--- src/rtl/alu_seq_if.sv ---
// Request/response handshake bundle for the sequential ALU.
// The requester drives the master side and the ALU sits on the slave side.
interface alu_seq_if #(
  parameter int W = 16
);
  logic         req_valid;
  logic         req_ready;
  logic [W-1:0] a;
  logic [W-1:0] b;
  logic [2:0]   op;
  logic         rsp_valid;
  logic         rsp_ready;
  logic [W-1:0] out;
  logic         zero;
  logic         err;

  modport master (
    output req_valid, a, b, op, rsp_ready,
    input  req_ready, rsp_valid, out, zero, err
  );

  modport slave (
    input  req_valid, a, b, op, rsp_ready,
    output req_ready, rsp_valid, out, zero, err
  );
endinterface

--- src/rtl/alu_seq.sv ---
// Sequential ALU: logic ops finish in one EXEC cycle, shifts walk one bit per cycle,
// and the result is held in DONE until the consumer takes it.
module alu_seq #(
  parameter int W = 16
) (
  input  logic        clk_i,
  input  logic        rst_i,
  alu_seq_if.slave    bus
);

  typedef enum logic [1:0] {
    IDLE = 2'd0,
    EXEC = 2'd1,
    DONE = 2'd2
  } state_t;

  state_t       state_q;
  logic [W-1:0] a_q;
  logic [W-1:0] b_q;
  logic [2:0]   op_q;
  logic [W-1:0] acc_q;
  logic [3:0]   cnt_q;
  logic [W-1:0] out_q;
  logic         zero_q;
  logic         err_q;
  logic [W-1:0] res_d;

  // Final result as it will be registered when the shift counter runs out.
  always_comb begin
    res_d = '0;
    case (op_q)
      3'd0:    res_d = a_q + b_q;
      3'd1:    res_d = a_q & b_q;
      3'd2:    res_d = a_q | b_q;
      3'd3:    res_d = a_q ^ b_q;
      3'd4:    res_d = acc_q;
      3'd5:    res_d = acc_q;
      default: res_d = '0;
    endcase
  end

  always_ff @(posedge clk_i or posedge rst_i) begin
    if (rst_i) begin
      state_q <= IDLE;
      a_q     <= '0;
      b_q     <= '0;
      op_q    <= 3'd0;
      acc_q   <= '0;
      cnt_q   <= 4'd0;
      out_q   <= '0;
      zero_q  <= 1'b0;
      err_q   <= 1'b0;
    end else begin
      case (state_q)
        IDLE: begin
          if (bus.req_valid) begin
            a_q     <= bus.a;
            b_q     <= bus.b;
            op_q    <= bus.op;
            acc_q   <= bus.a;
            cnt_q   <= (bus.op == 3'd4 || bus.op == 3'd5) ? bus.b[3:0] : 4'd0;
            state_q <= EXEC;
          end
        end
        EXEC: begin
          if (cnt_q != 4'd0) begin
            acc_q <= (op_q == 3'd4) ? (acc_q << 1) : (acc_q >> 1);
            cnt_q <= cnt_q - 4'd1;
          end else begin
            out_q   <= res_d;
            zero_q  <= (res_d == '0);
            err_q   <= (op_q == 3'd6 || op_q == 3'd7);
            state_q <= DONE;
          end
        end
        DONE: begin
          if (bus.rsp_ready) begin
            state_q <= IDLE;
          end
        end
        default: state_q <= IDLE;
      endcase
    end
  end

  assign bus.req_ready = (state_q == IDLE);
  assign bus.rsp_valid = (state_q == DONE);
  assign bus.out       = out_q;
  assign bus.zero      = zero_q;
  assign bus.err       = err_q;

endmodule

--- src/flat_wrapper.sv ---
// flat-port wrapper written by rule: the top's interface ports become plain ports
module alu_seq_flat 
#(
  parameter int W = 16
)
  (clk_i, rst_i, bus_req_valid, bus_a, bus_b, bus_op, bus_rsp_ready, bus_req_ready, bus_rsp_valid, bus_out, bus_zero, bus_err);
  alu_seq_if #(.W(W)) bus_i ();
  input  logic clk_i;
  input  logic rst_i;
  input wire logic [$bits(bus_i.req_valid)-1:0] bus_req_valid;
  input wire logic [$bits(bus_i.a)-1:0] bus_a;
  input wire logic [$bits(bus_i.b)-1:0] bus_b;
  input wire logic [$bits(bus_i.op)-1:0] bus_op;
  input wire logic [$bits(bus_i.rsp_ready)-1:0] bus_rsp_ready;
  output wire logic [$bits(bus_i.req_ready)-1:0] bus_req_ready;
  output wire logic [$bits(bus_i.rsp_valid)-1:0] bus_rsp_valid;
  output wire logic [$bits(bus_i.out)-1:0] bus_out;
  output wire logic [$bits(bus_i.zero)-1:0] bus_zero;
  output wire logic [$bits(bus_i.err)-1:0] bus_err;
  assign bus_i.req_valid = bus_req_valid;
  assign bus_i.a = bus_a;
  assign bus_i.b = bus_b;
  assign bus_i.op = bus_op;
  assign bus_i.rsp_ready = bus_rsp_ready;
  assign bus_req_ready = bus_i.req_ready;
  assign bus_rsp_valid = bus_i.rsp_valid;
  assign bus_out = bus_i.out;
  assign bus_zero = bus_i.zero;
  assign bus_err = bus_i.err;
  alu_seq #(.W(W)) u_core (.clk_i(clk_i), .rst_i(rst_i), .bus(bus_i));
endmodule
--- config.mk ---
export PLATFORM = sky130hd
export DESIGN_NAME = alu_seq_flat
export DESIGN_NICKNAME = d
export VERILOG_FILES = /design/src/rtl/alu_seq_if.sv /design/src/rtl/alu_seq.sv /design/src/flat_wrapper.sv
export SDC_FILE = /design/constraint.sdc
export NUM_CORES = 1
export LEC_CHECK = 0
export ABC_AREA = 1
export BUFFER_PORTS_ARGS = -buffer_cell sky130_fd_sc_hd__buf_2
export CORE_ASPECT_RATIO = 0.5
export CORE_UTILIZATION = 50
export DETAILED_ROUTE_END_ITERATION = 10
export GPL_ROUTABILITY_DRIVEN = 0
export GPL_TIMING_DRIVEN = 0
export HOLD_SLACK_MARGIN = 0.12
export MAX_ROUTING_LAYER = met4
export PLACE_DENSITY = 0.7
export SKIP_LAST_GASP = 1
export SLEW_MARGIN = 20
export SYNTH_ARGS = -nofsm -noshare
export SYNTH_HDL_FRONTEND = slang
export SYNTH_SLANG_ARGS = --single-unit
--- constraint.sdc ---
create_clock -name clk_i -period 2.05 [get_ports clk_i]
set_input_delay 0.1025 -clock clk_i [delete_from_list [all_inputs] [get_ports clk_i]]
set_output_delay 0.1025 -clock clk_i [all_outputs]
set_load 0.05 [all_outputs]
# Word level (Yosys, flattened, before mapping)
# Index checks and enable logic that the tools add are counted.
[op_classes] addsub=2 shifts=0 bitwise=4 mux=13 div_mod_pow=0 magnitude_cmp=0 n_mul=0 n_reduce_logical=12 n_eq_ne=15
[op_table] operator="$pmux 16 s5" n=1
[op_table] operator="$mux 16" n=3
[op_table] operator="$pmux 16 s2" n=1
[op_table] operator="$eq 3x3->1 const B" n=6
[op_table] operator="$add 16x16->16" n=1
[op_table] operator="$and 16x16->16" n=1
[op_table] operator="$logic_not 16->1" n=1
[op_table] operator="$or 16x16->16" n=1
[op_table] operator="$xor 16x16->16" n=1
[op_table] operator="$mux 4" n=3
[op_table] operator="$pmux 4 s2" n=1
[op_table] operator="$eq 3x2->1 const B" n=2
[op_table] operator="$mux 2" n=3
[op_table] operator="$ne 2x2->1 const B" n=3
[op_table] operator="$pmux 2 s3" n=1
[op_table] operator="$reduce_and 3->1" n=2
[op_table] operator="$reduce_and 2->1" n=2
[op_table] operator="$reduce_bool 4->1" n=1
[op_table] operator="$sub 4x1->4 const B" n=1
[op_table] operator="$eq 3x1->1 const B" n=1
[op_table] operator="$logic_not 3->1" n=1
[op_table] operator="$eq 2x1->1 const B" n=1
[op_table] operator="$eq 2x2->1 const B" n=1
[op_table] operator="$logic_not 2->1" n=1
[op_table] operator="5 further kinds" n=6
[totals] latchBits=0 memories=0 romBits=0 output_inout_bits=20 ff_bits=75 mem_bits_rw=0

# Logic depth before layout (Yosys ltp)
# Gate-level depths: netlist (run 1).
[depth] depth_word=5 ltp_mapped=16 ltp_nobuf=16

# Least setup slack after synthesis (run 1)
# No wires, ideal clock.
[synth_path] path_type="register to register" from="register u_core.state_q[0]" to="register u_core.acc_q[10]" path_slack_ns=-0.051 path_stages_with_launch=7 required_time_ns=1.968 t_arrival_ns=2.020 setup_time_ns=0.082 cell_sequence="dfrtp_1 nor2_1 nand2_1 nand2_1 clkbuf_1 nor2_1 a31oi_1"
[synth_via] elab_chain_cells=3
[synth_rtl] item="from (decl)" line="alu_seq.sv:17" source="state_t state_q;"
[synth_rtl] item="from (signal assigned)" line="alu_seq.sv:44" source="state_q <= IDLE;"
[synth_rtl] item="from (signal assigned)" line="alu_seq.sv:62" source="state_q <= EXEC;"
[synth_rtl] item="from (signal assigned)" line="alu_seq.sv:73" source="state_q <= DONE;"
[synth_rtl] item="$logic_not 2->1 *"
[synth_rtl] item="net bus_req_ready" line="flat_wrapper.sv:15" source="output wire logic [$bits(bus_i.req_ready)-1:0] bus_req_ready;"
[synth_rtl] item="$ne 2x2->1 (no source line) or $reduce_bool 2->1 (tied branches)"
[synth_rtl] item="$reduce_and 3->1 (no source line)"
[synth_rtl] item="to (signal assigned)" line="alu_seq.sv:60" source="acc_q <= bus.a;"
[synth_rtl] item="to (signal assigned)" line="alu_seq.sv:67" source="acc_q <= (op_q == 3'd4) ? (acc_q << 1) : (acc_q >> 1);"
[synth_rtl] item="to (decl)" line="alu_seq.sv:21" source="logic [W-1:0] acc_q;"
# The timed path passes the listed nets; every way through them passes the cells marked *.
# A chain may end at the register's enable or synchronous reset.

# Worst setup path after layout (run 1)
[layout_path] from="register u_core.b_q[0]" to="register u_core.zero_q, in the netlist u_core.bus.zero"
[layout_via] elab_chain_cells=3
[layout_rtl] item="from (decl)" line="alu_seq.sv:19" source="logic [W-1:0] b_q;"
[layout_rtl] item="from (signal assigned)" line="alu_seq.sv:58" source="b_q <= bus.b;"
[layout_rtl] item="$add 16x16->16, or another cell as far along" line="alu_seq.sv:32" source="3'd0: res_d = a_q + b_q;"
[layout_rtl] item="$pmux 16 s5 *" line="alu_seq.sv:31" source="case (op_q)"
[layout_rtl] item="$logic_not 16->1 *" line="alu_seq.sv:71" source="zero_q <= (res_d == '0);"
[layout_rtl] item="to (signal assigned)" line="alu_seq.sv:71"
[layout_rtl] item="to (decl)" line="alu_seq.sv:24" source="logic zero_q;"
# Mark *: on every way between the ends. The rest lies on a longest branch, timed or not.

==> results.sh, run 1 <==
export IMPL_routed_via_density=5.46
export IMPL_fin_ws_ps=-104
export IMPL_pwr_share_comb_pct=65.5
export IMPL_synth_area_leader_cell="dfrtp_1"
export IMPL_yosysMostFrequentCell="nand2_1"
export IMPL_post_route_min_period_ps=2150
export IMPL_die_area_um2=10400
export IMPL_worstPathBufferInverterCount=1
export IMPL_ant_nets=0
export IMPL_slew_headroom_pct=53.1
export IMPL_rsz0062_at_grt="true"
export IMPL_dp_slack_ps=-312
export IMPL_synth_edff_count=0
export IMPL_synthCells=696
export IMPL_drt_iter0_drc=567
export IMPL_wl_per_cell_um=15.9
export IMPL_synth_area_leaders="dfrtp_1 (38%), nand2_1 (12%), ha_1 (8.6%), inv_1 (7.5%), nor2_1 (6.9%)"
export IMPL_grt_max_degree=51
export IMPL_drt_pre_antenna_iters=5
export IMPL_async_reset_ff_share_pct=100
export IMPL_grt_antenna_before_repair=0
export IMPL_via_count=5205
export IMPL_synth_net_count=770
export IMPL_die_h_um=72.5
export IMPL_path_max_fanout=2
export IMPL_yosysUniqueCellTypes=41
export IMPL_initial_core_util_pct=52.1
export IMPL_clock_latency_ps=350
export IMPL_cp_data_arrival_time_ps=2440
export IMPL_clock_fmax_mhz=464
export IMPL_hold_path_class="input port to async pin"
export IMPL_drv_slew=0
export IMPL_drc=0
export IMPL_critical_path_top_delay_family="simple AND/OR/NAND/NOR gates"
export IMPL_peakVddDrop_mv=1.02
export IMPL_switching_share_pct=53.2
export IMPL_dp_hpwl_mm=11.4
export IMPL_critical_path_required_ps=2330
export IMPL_setup_violations=1
export IMPL_intPower_w=0.00573
export IMPL_hold_viol=0
export IMPL_fillCellCount=867
export IMPL_cts_buffers=9
export IMPL_yosysSeqAreaShare_pct=37.8
export IMPL_skew_ps=12.3
export IMPL_finalCritPeriodShare_pct=105
export IMPL_start_kind="flip-flop"
export IMPL_outcome="finished with violations"
export IMPL_slowest_delay_ps=500
export IMPL_synthFlopType="dfrtp_1"
export IMPL_synth_seq_cells=75
export IMPL_final_core_utilization_pct=65.7
export IMPL_io_buffer_count=58
export IMPL_cts_root_buf="clkbuf_16"
export IMPL_synth_avg_cell_area_um2=7.14
export IMPL_syn_to_final_growth_pct=26.1
export IMPL_rows=25
export IMPL_leakagePower_nw=3.27
export IMPL_dpl_instance_area_um2=5460
export IMPL_syn_area_um2=4970
export IMPL_clockBufferDepth=2
export IMPL_cts_sinks=75
export IMPL_overflow=0
export IMPL_worst_slew_pin_slew_ps=703
export IMPL_setup_tns_ps=-104
export IMPL_grt_usage_pct=32.2
export IMPL_p_per_area_nw_per_um2=1960
export IMPL_first_global_vias=4717
export IMPL_synth_commonest_cells="nand2_1 (157), inv_1 (99), nor2_1 (91)"
export IMPL_diodes=0
export IMPL_ys_warn_count=0
export IMPL_finalWirelength_mm=15.2
export IMPL_cp_slowest_cell="fa_2"
export IMPL_h_tree_depth=3
export IMPL_cap_viol_max_count=0
export IMPL_layout_drive_gt1_share_pct=16.4
export IMPL_fin_nets=888
export IMPL_core_um2=9540
export IMPL_grt_pass1_wl_mm=24.2
export IMPL_synth_top_area_share_pct=37.8
export IMPL_ios=59
export IMPL_final_area_um2=6270
export IMPL_cts_clk_slew_worst_paths_ps=70
export IMPL_die_w_um=143
export IMPL_power_switching_w=0.00652
export IMPL_violations="setup timing"
export IMPL_worstPathCellList="ha_2 -> inv_2 -> fa_2 -> nand3b_1 -> nand2_1 -> nor2_2 -> nand2_1 -> nor2_1 -> nand3_1 -> nor2_1 -> nand3_1 -> nor2_1 -> nand3_1 -> nand2_1"
export IMPL_crit_path_end_kind="flip-flop"
export IMPL_clkPwrFrac_pct=12.5
export IMPL_crit_type="flip-flop to flip-flop"
export IMPL_seqPwrFrac_pct=22.0
export IMPL_cts_tree="yes"
[final timing paths]
| path | startpoint | end | slack [ps] | cells after the start |
|---|---|---|---|---|
| worst max register to register | u_core.b_q[0] | u_core.bus.zero | -100 | 14 |
| worst max-delay path | u_core.b_q[0] | u_core.bus.zero | -100 | 14 |
| max in group asynchronous | rst_i | u_core.cnt_q[3] | 1190 | 4 |
| min in group clk_i | bus_req_valid | u_core.op_q[0] | 300 | 3 |
| worst min register to register | u_core.bus.out[10] | u_core.bus.out[10] | 470 | 2 |
| worst min-delay path | rst_i | u_core.bus.out[15] | 290 | 3 |
[placed cells by master, fill, tap and decap left out, types with 31 or more instances in the layout]
master / instances
nand3_1: 39
o21ai_0: 37
dfrtp_1: 75
dlygate4sd3_1: 37
nor2_1: 88
inv_1: 94
nand2_1: 153
ha_1: 31
buf_2: 60
a21oi_1: 48
[power by group through the flow]
stage               clock (W)  combinational (W)  sequential (W)
floorplan                   0            0.00499         0.00311
global placement            0            0.00722         0.00268
detailed placement          0            0.00734         0.00271
CTS                   0.00154            0.00761         0.00268
global route          0.00160            0.00887         0.00278
finish                0.00153            0.00802         0.00270
[cells by family (layout without fill, tap and decap cells)]
logic type / count (synthesis) / after routing / share of synthesized area (%)
muxes: 1 / 1 / 0.227
adders and majority gates: 35 / 35 / 8.97
DFF: 75 / 75 / 37.8
buffers and inverters: 129 / 252 / 10.3
AOI/OAI and AO/OA: 134 / 134 / 15.1
xor gates and xnor gates: 1 / 1 / 0.176
and+or+nand+nor: 321 / 321 / 27.5
[per-stage QoR]
step                      cells  hold slack (ps)  power [W]
after detailed placement    890              109     0.0101
after global routing        954              345     0.0132
after global placement      889              280    0.00990
final                       954              288     0.0123
after CTS                   949              294     0.0118
after floorplan             696              189    0.00810
[sequential cells by signal, indices dropped and copies added (netlist names)]
register and count:
u_core.a_q 16, u_core.acc_q 16, u_core.b_q 16, u_core.bus.err 1
u_core.bus.out 16, u_core.bus.zero 1, u_core.cnt_q 4, u_core.op_q 3
u_core.state_q 2
[layout make-up]
class                      count  area (um^2)  area share (%)
timing repair buffer         107          771            12.3
clock buffer                   9          225            3.59
sequential                    75         1880            30.0
buffer                        25          129            2.06
multi-input combinational    492         2640            42.1
inverter                     104          398            6.35
clock inverter                 7         58.8           0.938
tap                          135          169            2.70
[tightest hold or removal path: cells and delay by family]
kind	cells	cell delay [ps]
buffers and inverters	3	930
[repair_timing]
| item | 4_1_cts | 5_1_grt |
|---|---|---|
| gates resized for setup | 9 | 21 |
| setup endpoints to repair | 11 | 37 |
| endpoints found under the hold margin | 117 | 0 |
| setup buffers | 6 | 5 |
| hold buffers | 37 | 0 |
| pin swaps | 9 | 5 |
[routing by layer]
metal | global-route usage, % | part of all wire [%]
met2 | 46.7 | 42
met3 | 10.1 | 9.8
met5 | - | 0
met1 | 44.6 | 47
met4 | 5.02 | 0.50
(Power assumes the default switching activity.)
==> run 2: changes to the inputs <==
--- a/config.mk
+++ b/config.mk
@@ -15,6 +15,7 @@
 export HOLD_SLACK_MARGIN = 0.12
 export MAX_ROUTING_LAYER = met4
 export PLACE_DENSITY = 0.7
+export SETUP_SLACK_MARGIN = 0.1
 export SKIP_LAST_GASP = 1
 export SLEW_MARGIN = 20
 export SYNTH_ARGS = -nofsm -noshare
==> constraint.sdc (replaced) <==
create_clock -name clk_i -period 1.9 [get_ports clk_i]
set_input_delay 0.095 -clock clk_i [delete_from_list [all_inputs] [get_ports clk_i]]
set_output_delay 0.095 -clock clk_i [all_outputs]
set_load 0.05 [all_outputs]
==> run 2 against run 1 <==
Effect of this change: the run still ends with setup timing left; sequential share of layout area fell by 1.3 points; via count increased by 1.1%; worst hold slack improved by 23 ps; first-iteration DRC count up 6.2%; cell count up 0.42%; core utilization increased by 3.0 points; global-route usage barely moved; critical path depth stayed put; die area did not move; final area grew 4.6%; register-to-register slack got worse by 160 ps; clock skew fell by 4.5 ps.
==> results.sh, run 2 (same netlist as run 1, synthesis figures left out) <==
export IMPL_startpoint="u_core.a_q[0]"
export IMPL_cp_slowest_cell="fa_1"
export IMPL_rr_worst_depth=14
export IMPL_ios=59
export IMPL_holdWs_ps=311
export IMPL_worstPathCellList="ha_4 -> inv_2 -> fa_1 -> nand3b_1 -> nand2_1 -> nor2_4 -> nand2_1 -> nor2_1 -> nand3_1 -> nor2_1 -> nand3_1 -> nor2_1 -> nand3_1 -> nand2_1"
export IMPL_core_um2=9540
export IMPL_grt_usage_pct=32.3
export IMPL_worst_slew_pin_slew_ps=638
export IMPL_post_route_min_period_ps=2160
export IMPL_routed_via_density=5.49
export IMPL_die_w_um=143
export IMPL_first_global_vias=4745
export IMPL_regToRegSetupSlack_ps=-260
export IMPL_worstPathBufferInverterCount=1
export IMPL_hold_viol=0
export IMPL_critical_path_required_ps=2180
export IMPL_clock_latency_ps=340
export IMPL_h_tree_depth=3
export IMPL_finalCritPeriodShare_pct=114
export IMPL_finalWirelength_mm=15.7
export IMPL_die_area_um2=10400
export IMPL_hold_path_class="input port to flip-flop"
export IMPL_violations="setup timing"
export IMPL_io_buffer_count=58
export IMPL_final_common_cell="nand2_1"
export IMPL_rsz0062_at_grt="true"
export IMPL_rows=25
export IMPL_drv_slew=0
export IMPL_cp_data_arrival_time_ps=2440
export IMPL_dp_hpwl_mm=11.4
export IMPL_cts_buffers=9
export IMPL_cap_viol_max_count=0
export IMPL_slew_headroom_pct=57.5
export IMPL_critical_path_top_delay_family="simple AND/OR/NAND/NOR gates"
export IMPL_drt_pre_antenna_iters=6
export IMPL_skew_ps=7.84
export IMPL_place_inst=891
export IMPL_slowest_delay_ps=480
export IMPL_rr_endpoint="u_core.bus.zero"
export IMPL_final_cell_mix="nand2_1 (147), inv_1 (86), nor2_1 (84)"
export IMPL_via_count=5264
export IMPL_grt_max_degree=33
export IMPL_overflow=0
export IMPL_fin_cells=958
export IMPL_wl_per_cell_um=16.4
export IMPL_syn_to_final_growth_pct=31.9
export IMPL_fin_nets=892
export IMPL_setup_tns_ps=-570
export IMPL_drt_iter0_drc=602
export IMPL_crit_type="flip-flop to flip-flop"
export IMPL_outcome="finished with violations"
export IMPL_cts_clk_slew_worst_paths_ps=60
export IMPL_grt_antenna_before_repair=1
export IMPL_fin_ws_ps=-261
export IMPL_cts_sinks=75
export IMPL_clockBufferDepth=2
export IMPL_r2r_start="u_core.a_q[0]"
export IMPL_critPathCapture="u_core.bus.zero"
export IMPL_dp_slack_ps=-415
export IMPL_start_kind="flip-flop"
export IMPL_cp_num_cells=14
export IMPL_path_max_fanout=2
export IMPL_initial_core_util_pct=52.1
export IMPL_clock_fmax_mhz=463
export IMPL_drc=0
export IMPL_cts_tree="yes"
export IMPL_die_h_um=72.5
export IMPL_layout_drive_gt1_share_pct=22.3
export IMPL_ant_nets=0
export IMPL_grt_pass1_wl_mm=24.4
export IMPL_setup_violations=5
export IMPL_cts_root_buf="clkbuf_16"
export IMPL_crit_path_end_kind="flip-flop"
==> run 2: cell count changes in the layout (fill, tap and decap cells not counted), sizes merged <==
cell / change
diode: +1
clkinvlp: +2
clkbuf: -1
inv: -4
nand2: +1
buf: +4
bufinv: +1
==> run 2: area by class of cell <==
cell class / count / area, um^2
multi-input cells: 493 / 2860
inverters: 104 / 399
clock buffers: 9 / 225
flip-flops and latches: 75 / 1880
clock inverters: 6 / 67.6
plain buffers: 25 / 149
well taps: 135 / 169
diodes: 1 / 2.50
fillers: 819 / 2990
repair buffers: 110 / 806
==> run 2: per-stage QoR <==
stage	instance area, um^2	utilization [%]
after floorplan	4990	-
after global routing	6550	68.7
after CTS	6360	66.7
after detailed placement	5500	57.6
final	6550	68.7
after global placement	5450	57.1
==> run 2: routing by layer <==
layer  share of wire [%]  global-route usage (%)  vias to the layer above
li1                    -                       -                     2511
met1                  47                    45.3                     2462
met2                  41                    45.0                      263
met3                  11                    10.4                       28
met4                0.90                    6.57                        0
met5                   0                       -                        -
==> run 2: worst min path at each step <==
stage	cells after the start	slack [ps]	endpoint	startpoint
floorplan	1	180	u_core.state_q[1]	bus_rsp_ready
global placement	2	270	u_core.state_q[1]	bus_rsp_ready
detailed placement	2	180	u_core.bus.out[4]	rst_i
CTS	3	270	u_core.op_q[0]	bus_req_valid
global route	3	360	u_core.op_q[0]	bus_req_valid
finish	3	310	u_core.op_q[0]	bus_req_valid
==> run 2: worst reg2reg max path, stage by stage, from the launching register on <==
cell,delay (ps)
dfrtp_1,390
ha_4,160
inv_2,30
fa_1,480
nand3b_1,110
nand2_1,100
nor2_4,140
nand2_1,70
nor2_1,90
nand3_1,80
nor2_1,110
nand3_1,90
nor2_1,100
nand3_1,70
nand2_1,60
==> run 2: repair_timing <==
item,in CTS,in global routing
pin swaps,12,14
setup endpoints to repair,40,59
hold buffers,37,0
gates cloned,0,1
buffers inserted,6,7
gates resized for setup,42,46
endpoints found under the hold margin,70,0
Power of run 2 is not shown: default switching activity piles up to over one toggle a cycle in this logic, so the estimate is an artifact.
